**src/rtl/bfly_cfg_gen.sv**
```systemverilog
// Iterative inverse-butterfly config generator for bext/bdep, one stage per cycle.
// Optional result cache for repeated masks: define BFLY_CFG_CACHE_EN.
module bfly_cfg_gen #(
  parameter int XLEN = 32
) (
  input  logic                              clk,
  input  logic                              rst,
  input  logic                              flush,
  input  logic                              in_valid,
  output logic                              in_ready,
  input  logic [XLEN-1:0]                   in_mask,
  input  logic                              in_mode,
  output logic                              out_valid,
  input  logic                              out_ready,
  output logic [$clog2(XLEN)*(XLEN/2)-1:0]  out_cfg,
  output logic                              out_mode,
  output logic [$clog2(XLEN):0]             out_popcnt,
  output logic                              busy
);

  localparam int LOG2 = $clog2(XLEN);
  localparam int HALF = XLEN / 2;
  localparam int KW   = LOG2 + 1;
  localparam int CW   = $clog2(LOG2) + 1;

  typedef enum logic [1:0] {
    IDLE,
    CALC,
    DONE
  } state_t;

  state_t state;
  state_t state_nxt;

  logic [XLEN-1:0]      mask_q;
  logic [CW-1:0]        cnt;
  logic [LOG2*HALF-1:0] stg_all;
  logic [HALF-1:0]      stg_sel;
  logic [KW-1:0]        pc_all;
  logic                 accept;
  logic                 last_stg;
  logic                 hit;

  assign accept   = in_valid & in_ready;
  assign last_stg = (cnt == CW'(LOG2 - 1));
  assign stg_sel  = stg_all[cnt*HALF +: HALF];

  // Every stage is derived from the captured mask; CALC just walks them.
  for (genvar s = 0; s < LOG2; s++) begin : g_stg
    localparam int W = 1 << s;
    for (genvar b = 0; b < HALF / W; b++) begin : g_seg
      logic [KW-1:0] k;
      always_comb begin
        k = '0;
        for (int j = 0; j < W; j++) begin
          k = k + KW'(mask_q[b*2*W + j]);
        end
      end
      for (genvar j = 0; j < W; j++) begin : g_bit
        assign stg_all[s*HALF + b*W + j] = (k <= KW'(j));
      end
    end
  end

  always_comb begin
    pc_all = '0;
    for (int i = 0; i < XLEN; i++) begin
      pc_all = pc_all + KW'(mask_q[i]);
    end
  end

`ifdef BFLY_CFG_CACHE_EN
  logic [XLEN-1:0] last_mask;
  logic            cache_vld;

  assign hit = cache_vld && (in_mask == last_mask);

  always_ff @(posedge clk) begin
    if (rst) begin
      last_mask <= '0;
      cache_vld <= 1'b0;
    end else if (flush) begin
      cache_vld <= 1'b0;
    end else if (state == CALC && last_stg) begin
      last_mask <= mask_q;
      cache_vld <= 1'b1;
    end
  end
`else
  assign hit = 1'b0;
`endif

  always_ff @(posedge clk) begin
    if (rst) begin
      state <= IDLE;
    end else begin
      state <= state_nxt;
    end
  end

  always_comb begin
    state_nxt = state;
    if (flush) begin
      state_nxt = IDLE;
    end else begin
      unique case (state)
        IDLE: begin
          if (accept) begin
            state_nxt = hit ? DONE : CALC;
          end
        end
        CALC: begin
          if (last_stg) begin
            state_nxt = DONE;
          end
        end
        DONE: begin
          if (out_ready) begin
            state_nxt = IDLE;
          end
        end
        default: state_nxt = IDLE;
      endcase
    end
  end

  always_comb begin
    in_ready  = 1'b0;
    out_valid = 1'b0;
    busy      = 1'b1;
    unique case (state)
      IDLE: begin
        in_ready = 1'b1;
        busy     = 1'b0;
      end
      DONE:    out_valid = 1'b1;
      default: ;
    endcase
  end

  // A flushed request leaves the data registers untouched.
  always_ff @(posedge clk) begin
    if (rst) begin
      mask_q     <= '0;
      cnt        <= '0;
      out_cfg    <= '0;
      out_mode   <= 1'b0;
      out_popcnt <= '0;
    end else if (!flush) begin
      if (accept) begin
        mask_q   <= in_mask;
        out_mode <= in_mode;
        cnt      <= '0;
      end
      if (state == CALC) begin
        out_cfg[cnt*HALF +: HALF] <= stg_sel;
        cnt <= cnt + CW'(1);
        if (last_stg) begin
          out_popcnt <= pc_all;
        end
      end
    end
  end

endmodule

```
**config.mk**
```make
export PLATFORM = sky130hd
export DESIGN_NAME = bfly_cfg_gen
export DESIGN_NICKNAME = d
export VERILOG_FILES = /design/src/rtl/bfly_cfg_gen.sv
export SDC_FILE = /design/constraint.sdc
export NUM_CORES = 1
export LEC_CHECK = 0
export BUFFER_PORTS_ARGS = -buffer_cell sky130_fd_sc_hd__buf_2
export CAP_MARGIN = 20
export CORE_ASPECT_RATIO = 1.2
export CORE_MARGIN = 4
export CORE_UTILIZATION = 40
export CTS_CLUSTER_DIAMETER = 40
export CTS_CLUSTER_SIZE = 16
export DETAILED_ROUTE_END_ITERATION = 10
export SYNTH_ARGS = -nofsm -noshare
export SYNTH_HDL_FRONTEND = slang
export SYNTH_SLANG_ARGS = --single-unit
export TNS_END_PERCENT = 10
```
**constraint.sdc**
```tcl
create_clock -name clk -period 9.7 [get_ports clk]
set_input_delay 2.425 -clock clk [delete_from_list [all_inputs] [get_ports clk]]
set_output_delay 2.425 -clock clk [all_outputs]
set_load 0.01 [all_outputs]
```
==> results of run 1 <==
## critical path, stage by stage, from the launching register on
cell and delay [ns]:
dfxtp_1 0.36, inv_1 0.06, ha_1 0.26, inv_1 0.04
fa_1 0.48, fa_1 0.56, fa_1 0.45, fa_1 0.49
inv_1 0.05, fa_1 0.39, inv_1 0.09, fa_1 0.50
inv_1 0.13, ha_1 0.23, inv_1 0.08, fa_1 0.42
fa_1 0.62, inv_1 0.07, ha_1 0.28, a21o_1 0.15
a21oi_1 0.21, nor2b_1 0.07, o21ai_0 0.17, a221oi_1 0.10
## power by group
part	switching, W	leakage (nW)	internal, W
combinational	0.000148	2.37	0.0000991
sequential	0.00000963	1.01	0.000523
clock	0.000239	0.252	0.000358
## cell usage in the layout, fill, tap and decap left out, types with 4 or more instances in the layout
master and n:
o21ai_0 46, and4_1 4, o22ai_1 5, nor2b_1 12
a21o_1 7, fa_1 27, or2_2 5, ha_1 43
nand4_1 8, nor2_1 44, clkbuf_1 4, nand3_1 5
clkinvlp_4 4, nand2b_1 14, nor3_1 11, xnor2_1 5
a21oi_1 56, clkbuf_16 17, a22o_1 13, a211oi_1 16
dfxtp_1 125, a31oi_1 6, mux2i_1 12, buf_2 127
nand2_1 121, inv_1 76, xor2_1 4, buf_4 10
o2bb2ai_1 20, and2_1 8, nor3b_1 4
## routing by layer
layer | share of wire, % | vias up | track usage (%)
li1 | - | 3020 | -
met4 | 2.8 | 0 | 7.80
met2 | 47 | 198 | 33.0
met3 | 5.5 | 30 | 4.03
met5 | 0 | - | 0
met1 | 45 | 2848 | 26.7
## state kept, by name, summed over array words and instances (netlist names)
signal      flops
mask_q         32
state           2
out_mode        1
out_popcnt      6
out_cfg        80
cnt             4
## worst paths after layout
| check | startpoint | endpoint | slack (ns) | cells after the start |
|---|---|---|---|---|
| max | mask_q[0]$_SDFFE_PP0P_ | out_popcnt[5]$_SDFFE_PP0P_ | 3.27 | 23 |
| min | out_cfg[20]$_SDFFE_PP0P_ | out_cfg[20]$_SDFFE_PP0P_ | 0.45 | 2 |
| min reg2reg | out_cfg[20]$_SDFFE_PP0P_ | out_cfg[20]$_SDFFE_PP0P_ | 0.45 | 2 |
| max reg2reg | mask_q[0]$_SDFFE_PP0P_ | out_popcnt[5]$_SDFFE_PP0P_ | 3.27 | 23 |
## layout make-up
type | instances | area, µm²
fill | 1665 | 8630
inverter | 76 | 285
tap | 216 | 270
multi-input combinational | 563 | 4040
sequential | 125 | 2500
timing repair buffer | 137 | 711
clock inverter | 9 | 91.3
clock buffer | 22 | 454
## metrics by stage
stage / power, W / util (%)
final: 0.00138 / 49.2
after global routing: 0.00144 / 49.2
after CTS: 0.00139 / 49.1
after detailed placement: 0.000791 / 45.9
after global placement: 0.000785 / 45.9
after floorplan: 0.000719 / -
## cell families (layout without fill, tap and decap cells)
family	after synthesis	after routing
AOI/OAI and AO/OA	216	216
xor gates and xnor gates	10	10
adders and majority gates	70	70
buffers and inverters	114	244
DFF	125	125
muxes	13	13
and+or+nand+nor	254	254
==> results.toml, run 1 <==
[critical_path]
crit_path_end_kind = "register"
path_max_fanout = 4
critical_path_class = "register to register"
cp.arrival_ns = 6.68
start_kind = "register"
critPathRequiredTime_ns = 9.96

[die]
io_pins = 128
fp.coreArea_um2 = 17000
die_w_um = 129
initial_core_util_pct = 41.1
die-area_um2 = 19600
die_y_um = 153
rows = 52

[timing]
worst_pin_slew_ns = 1.03
tns_ns = 0
fmax_mhz = 156
drv_slew = 0
worst_slack_ns = 3.27
final_hold_viol_count = 0
setup-violations-final = 0
period_minus_slack_ns = 6.43
rsz0062_at_grt = "no"
max-slew-margin-rel_pct = 31.1
hold_ws_ns = 0.446
fin_worst_skew_ns = 0.0103
period_share_pct = 66.3

[yosys]
synth_area_leaders = "dfxtp_1, fa_1, ha_1"
async_reset_ff_share_pct = 0
synth-compound-area-share_pct = 21.5
synth_area_um2 = 6980
avgSynthCellArea_um2 = 8.70
ys_types = 67
yosysSeqAreaShare_pct = 35.9
synth_ff_type = "dfxtp_1"
synth-seq-cells = 125
synth_common_cells = "dfxtp_1, nand2_1, inv_1"
yosysTopAreaCell = "dfxtp_1"
synth_top_family_by_area = "compound AO/OA/AOI/OAI gates"
synthXorXnorAreaFrac_pct = 1.45
syn-num-nets = 910
synth_mux_area_share_pct = 1.88
yosys_warnings = 0
synthAdderAreaFrac_pct = 15.5
syn-instance-count = 802
synth-simple-area-share_pct = 17.4
synth.most_common_cell = "dfxtp_1"
synth_top_area_share_pct = 35.9
synth_edf_count = 0

[flow_run]
cap_violations = 0

[global_routing]
grt_pass1_wl_mm = 32.0
grt_use_total_pct = 20.4
grt_pass1_vias = 5952
antenna_found_initial = 0
overflow = 0
grt_max_degree = 65

[cts]
cts_root_buf = "clkbuf_16"
cts_buffer_depth = 2
ctsHoldBuffers = 0
cts-resized-gates = 0
cts.htree.levels = 4
post_cts_buffers = 0
cts_buffers = 17
clkLatencyLatePin_ns = 0.42
cts_tree = "done"
clk_pin_slew_worst_paths_ns = 0.06
clock-sinks = 125

[power]
cellPowerDensity_nw_per_um2 = 165
vdd_drop_max_v = 0.000122
p_leak_nw = 3.63

[drt]
vias_per_cell = 5.31
drtIter0Drc = 322
num_vias = 6096
routed_wl_mm = 19.9
ant_nets = 0
wire_per_inst_um = 17.3
drt_pass1_iterations = 5
drc = 0

[layout]
nets = 1028
antenna_cells = 0
finalInstanceArea_um2 = 8350
layout.cells.non_filler = 1148
drive_above_1_share_pct = 20.0
area_delta_synth_final_pct = 19.7

[outcome]
outcome = "completed"

[placed_design]
dp_slack_ns = 3.27
dp_cells = 1115
dp_hpwl_mm = 15.0
gp_congestion = 0.943
placedInstanceArea_um2 = 7790
port_buffers = 127

[hold_path]
hold_class = "register to register"
Note: power is estimated with default switching activity, not from simulation.
==> inputs of run 2 (changes only) <==
==> constraint.sdc (replaced) <==
create_clock -name clk -period 5.2 [get_ports clk]
set_input_delay 1.3 -clock clk [delete_from_list [all_inputs] [get_ports clk]]
set_output_delay 1.3 -clock clk [all_outputs]
set_load 0.01 [all_outputs]
==> run 2 against run 1 <==
Compared with the run above: sequential power grew 86%; sequential cell count is the same; combinational power grew 110%; largest power group unchanged; clock skew grew 0.0013 ns; worst setup slack lost 4.1 ns; the run now ends with negative setup slack left; final cell count grew 3.8%; wire length grew 1.2%; design area grew 4.2%; global-route usage grew 0.41 points; critical path type unchanged; die area is the same; register-to-register slack lost 4.1 ns.
==> results.toml, run 2 (synthesis gave the netlist of run 1 again) <==
[timing]
max-slew-margin-rel_pct = 28.2
rsz0062_at_grt = "yes"
worst_slack_ns = -0.826
fin_worst_skew_ns = 0.0116
period_share_pct = 116
period_minus_slack_ns = 6.03
drv_slew = 0
setup-violations-final = 6
hold_ws_ns = 0.447
worst_pin_slew_ns = 1.07
final_hold_viol_count = 0
fmax_mhz = 166

[critical_path]
reg2reg_slack_ns = -0.83
r2r_end = "out_popcnt[4]$_SDFFE_PP0P_"
cpPeakStageDelay_ns = 0.57
path_max_fanout = 3
rr_startpoint = "mask_q[1]$_SDFFE_PP0P_"
critPathCapture = "out_popcnt[4]$_SDFFE_PP0P_"
critical_path_class = "register to register"
crit_top_cell = "fa_1"
slowest_stage = "fa_1"
reg2regPathDepth = 22
crit_path_end_kind = "register"
start_kind = "register"
crit_chain = "inv_2 > ha_4 > inv_2 > fa_1 > fa_1 > fa_1 > fa_1 > inv_1 > fa_2 > inv_2 > fa_1 > fa_1 > fa_1 > inv_1 > fa_2 > inv_2 > fa_2 > nor2b_2 > o21a_1 > nor3_2 > nand3b_1 > a21oi_1"
cp.arrival_ns = 6.38
critPathRequiredTime_ns = 5.56
startpoint = "mask_q[1]$_SDFFE_PP0P_"

[flow_run]
cap_violations = 0

[power]
total_power_w = 0.00261
vdd_drop_max_v = 0.000211
p_leak_nw = 3.85
cellPowerDensity_nw_per_um2 = 300

[cts]
cts_root_buf = "clkbuf_16"
clkLatencyLatePin_ns = 0.43
cts_buffers = 17
clk_pin_slew_worst_paths_ns = 0.06
cts_tree = "done"
cts_buffer_depth = 2
cts.htree.levels = 4
clock-sinks = 125

[placed_design]
port_buffers = 127
dp_hpwl_mm = 15.4
gp_congestion = 0.874
dp_slack_ns = -0.965

[layout]
antenna_cells = 0
ff_latch_area_um2 = 2500
fillCellCount = 1671
largest_reg_flops = 80
multiInputGateArea_um2 = 4070
drive_above_1_share_pct = 25.7
largest_register = "out_cfg"
top_regs = "out_cfg x80, mask_q x32, out_popcnt x6"
final_cell_mix = "buf_2, dfxtp_1, nand2_1, inv_1, a21oi_1"
nets = 1071
area_delta_synth_final_pct = 24.8
layout_commonest_cell = "buf_2"

[drt]
wire_per_inst_um = 16.9
drc = 0
drtIter0Drc = 382
num_vias = 6292
ant_nets = 0
vias_per_cell = 5.28
drt_pass1_iterations = 5
routed_wl_mm = 20.1

[hold_path]
hold_class = "register to register"

[global_routing]
antenna_found_initial = 0
grt_pass1_wl_mm = 32.4
overflow = 0
grt_pass1_vias = 6095
grt_use_total_pct = 20.8
grt_max_degree = 48

[die]
rows = 52
die_w_um = 129
io_pins = 128
die-area_um2 = 19600
die_y_um = 153
fp.coreArea_um2 = 17000
initial_core_util_pct = 41.1

[outcome]
outcome = "finished, violations left"
violations = "negative setup slack"
run 2: cell types whose count changed in the layout (fill, tap and decap cells not counted), moves of 3 or more:
cell	before	now
clkbuf_1	4	1
inv_1	76	68
buf_4	10	53
fa_1	27	24
fa_2	0	3
inv_2	0	8
inv_6	0	5
run 2: per-stage QoR:
step	instances	TNS, ns	instance area [µm²]	util (%)
6_report	1192	-3.92	8700	51.3
5_1_grt	1192	-5.38	8700	51.3
4_1_cts	1191	-4.22	8690	51.2
3_5_place_dp	1158	-4.96	8120	47.8
3_3_place_gp	1158	-4.71	8120	47.8
2_1_floorplan	802	-3.70	6990	-
run 2: worst min path at each step:
| stage | from | endpoint | slack (ns) | cells past startpoint |
|---|---|---|---|---|
| 6_report | out_cfg[19]$_SDFFE_PP0P_ | out_cfg[19]$_SDFFE_PP0P_ | 0.45 | 2 |
| 5_1_grt | out_cfg[66]$_SDFFE_PP0P_ | out_cfg[66]$_SDFFE_PP0P_ | 0.47 | 1 |
| 4_1_cts | out_cfg[62]$_SDFFE_PP0P_ | out_cfg[62]$_SDFFE_PP0P_ | 0.45 | 2 |
| 3_5_place_dp | out_cfg[62]$_SDFFE_PP0P_ | out_cfg[62]$_SDFFE_PP0P_ | 0.44 | 2 |
| 3_3_place_gp | out_cfg[31]$_SDFFE_PP0P_ | out_cfg[31]$_SDFFE_PP0P_ | 0.43 | 2 |
| 2_1_floorplan | mask_q[15]$_SDFFE_PP0P_ | mask_q[15]$_SDFFE_PP0P_ | 0.44 | 2 |
run 2: what timing repair did:
| action | 4_1_cts | 5_1_grt |
|---|---|---|
| hold endpoints to repair | 0 | 0 |
| hold buffers | 0 | 0 |
| pin swaps | 11 | 3 |
| setup buffers | 1 | 0 |
| gates resized for setup | 10 | 3 |
| setup endpoints to repair | 6 | 6 |
run 2: power breakdown:
group          internal [W]  total (W)  switching, W
Sequential         0.000976   0.000992     0.0000159
Combinational      0.000231   0.000520      0.000289
Clock              0.000618    0.00110      0.000479
Total               0.00182    0.00261      0.000784
run 2: layer usage:
| metal | track usage (%) | vias up | part of all wire (%) |
|---|---|---|---|
| li1 | - | 3107 | - |
| met1 | 26.9 | 2926 | 44 |
| met2 | 33.6 | 216 | 47 |
| met3 | 4.77 | 43 | 6.1 |
| met4 | 7.75 | 0 | 2.9 |
| met5 | 0 | - | 0 |
run 2: layout make-up:
| cell class | instances | share of cell area [%] |
|---|---|---|
| Inverter | 76 | 3.28 |
| Clock buffer | 18 | 4.93 |
| Timing Repair Buffer | 180 | 11.9 |
| Clock inverter | 14 | 1.28 |
| Multi-Input combinational cell | 563 | 46.8 |
| Tap cell | 216 | 3.11 |
| Sequential cell | 125 | 28.8 |
run 2: critical path, delay by kind of cell (launching register included):
family	cells	cell delay, ns
fa+ha+maj	11	4.72
buf+inv	6	0.29
simple gates	3	0.33
flops	1	0.33
compound gates	2	0.29
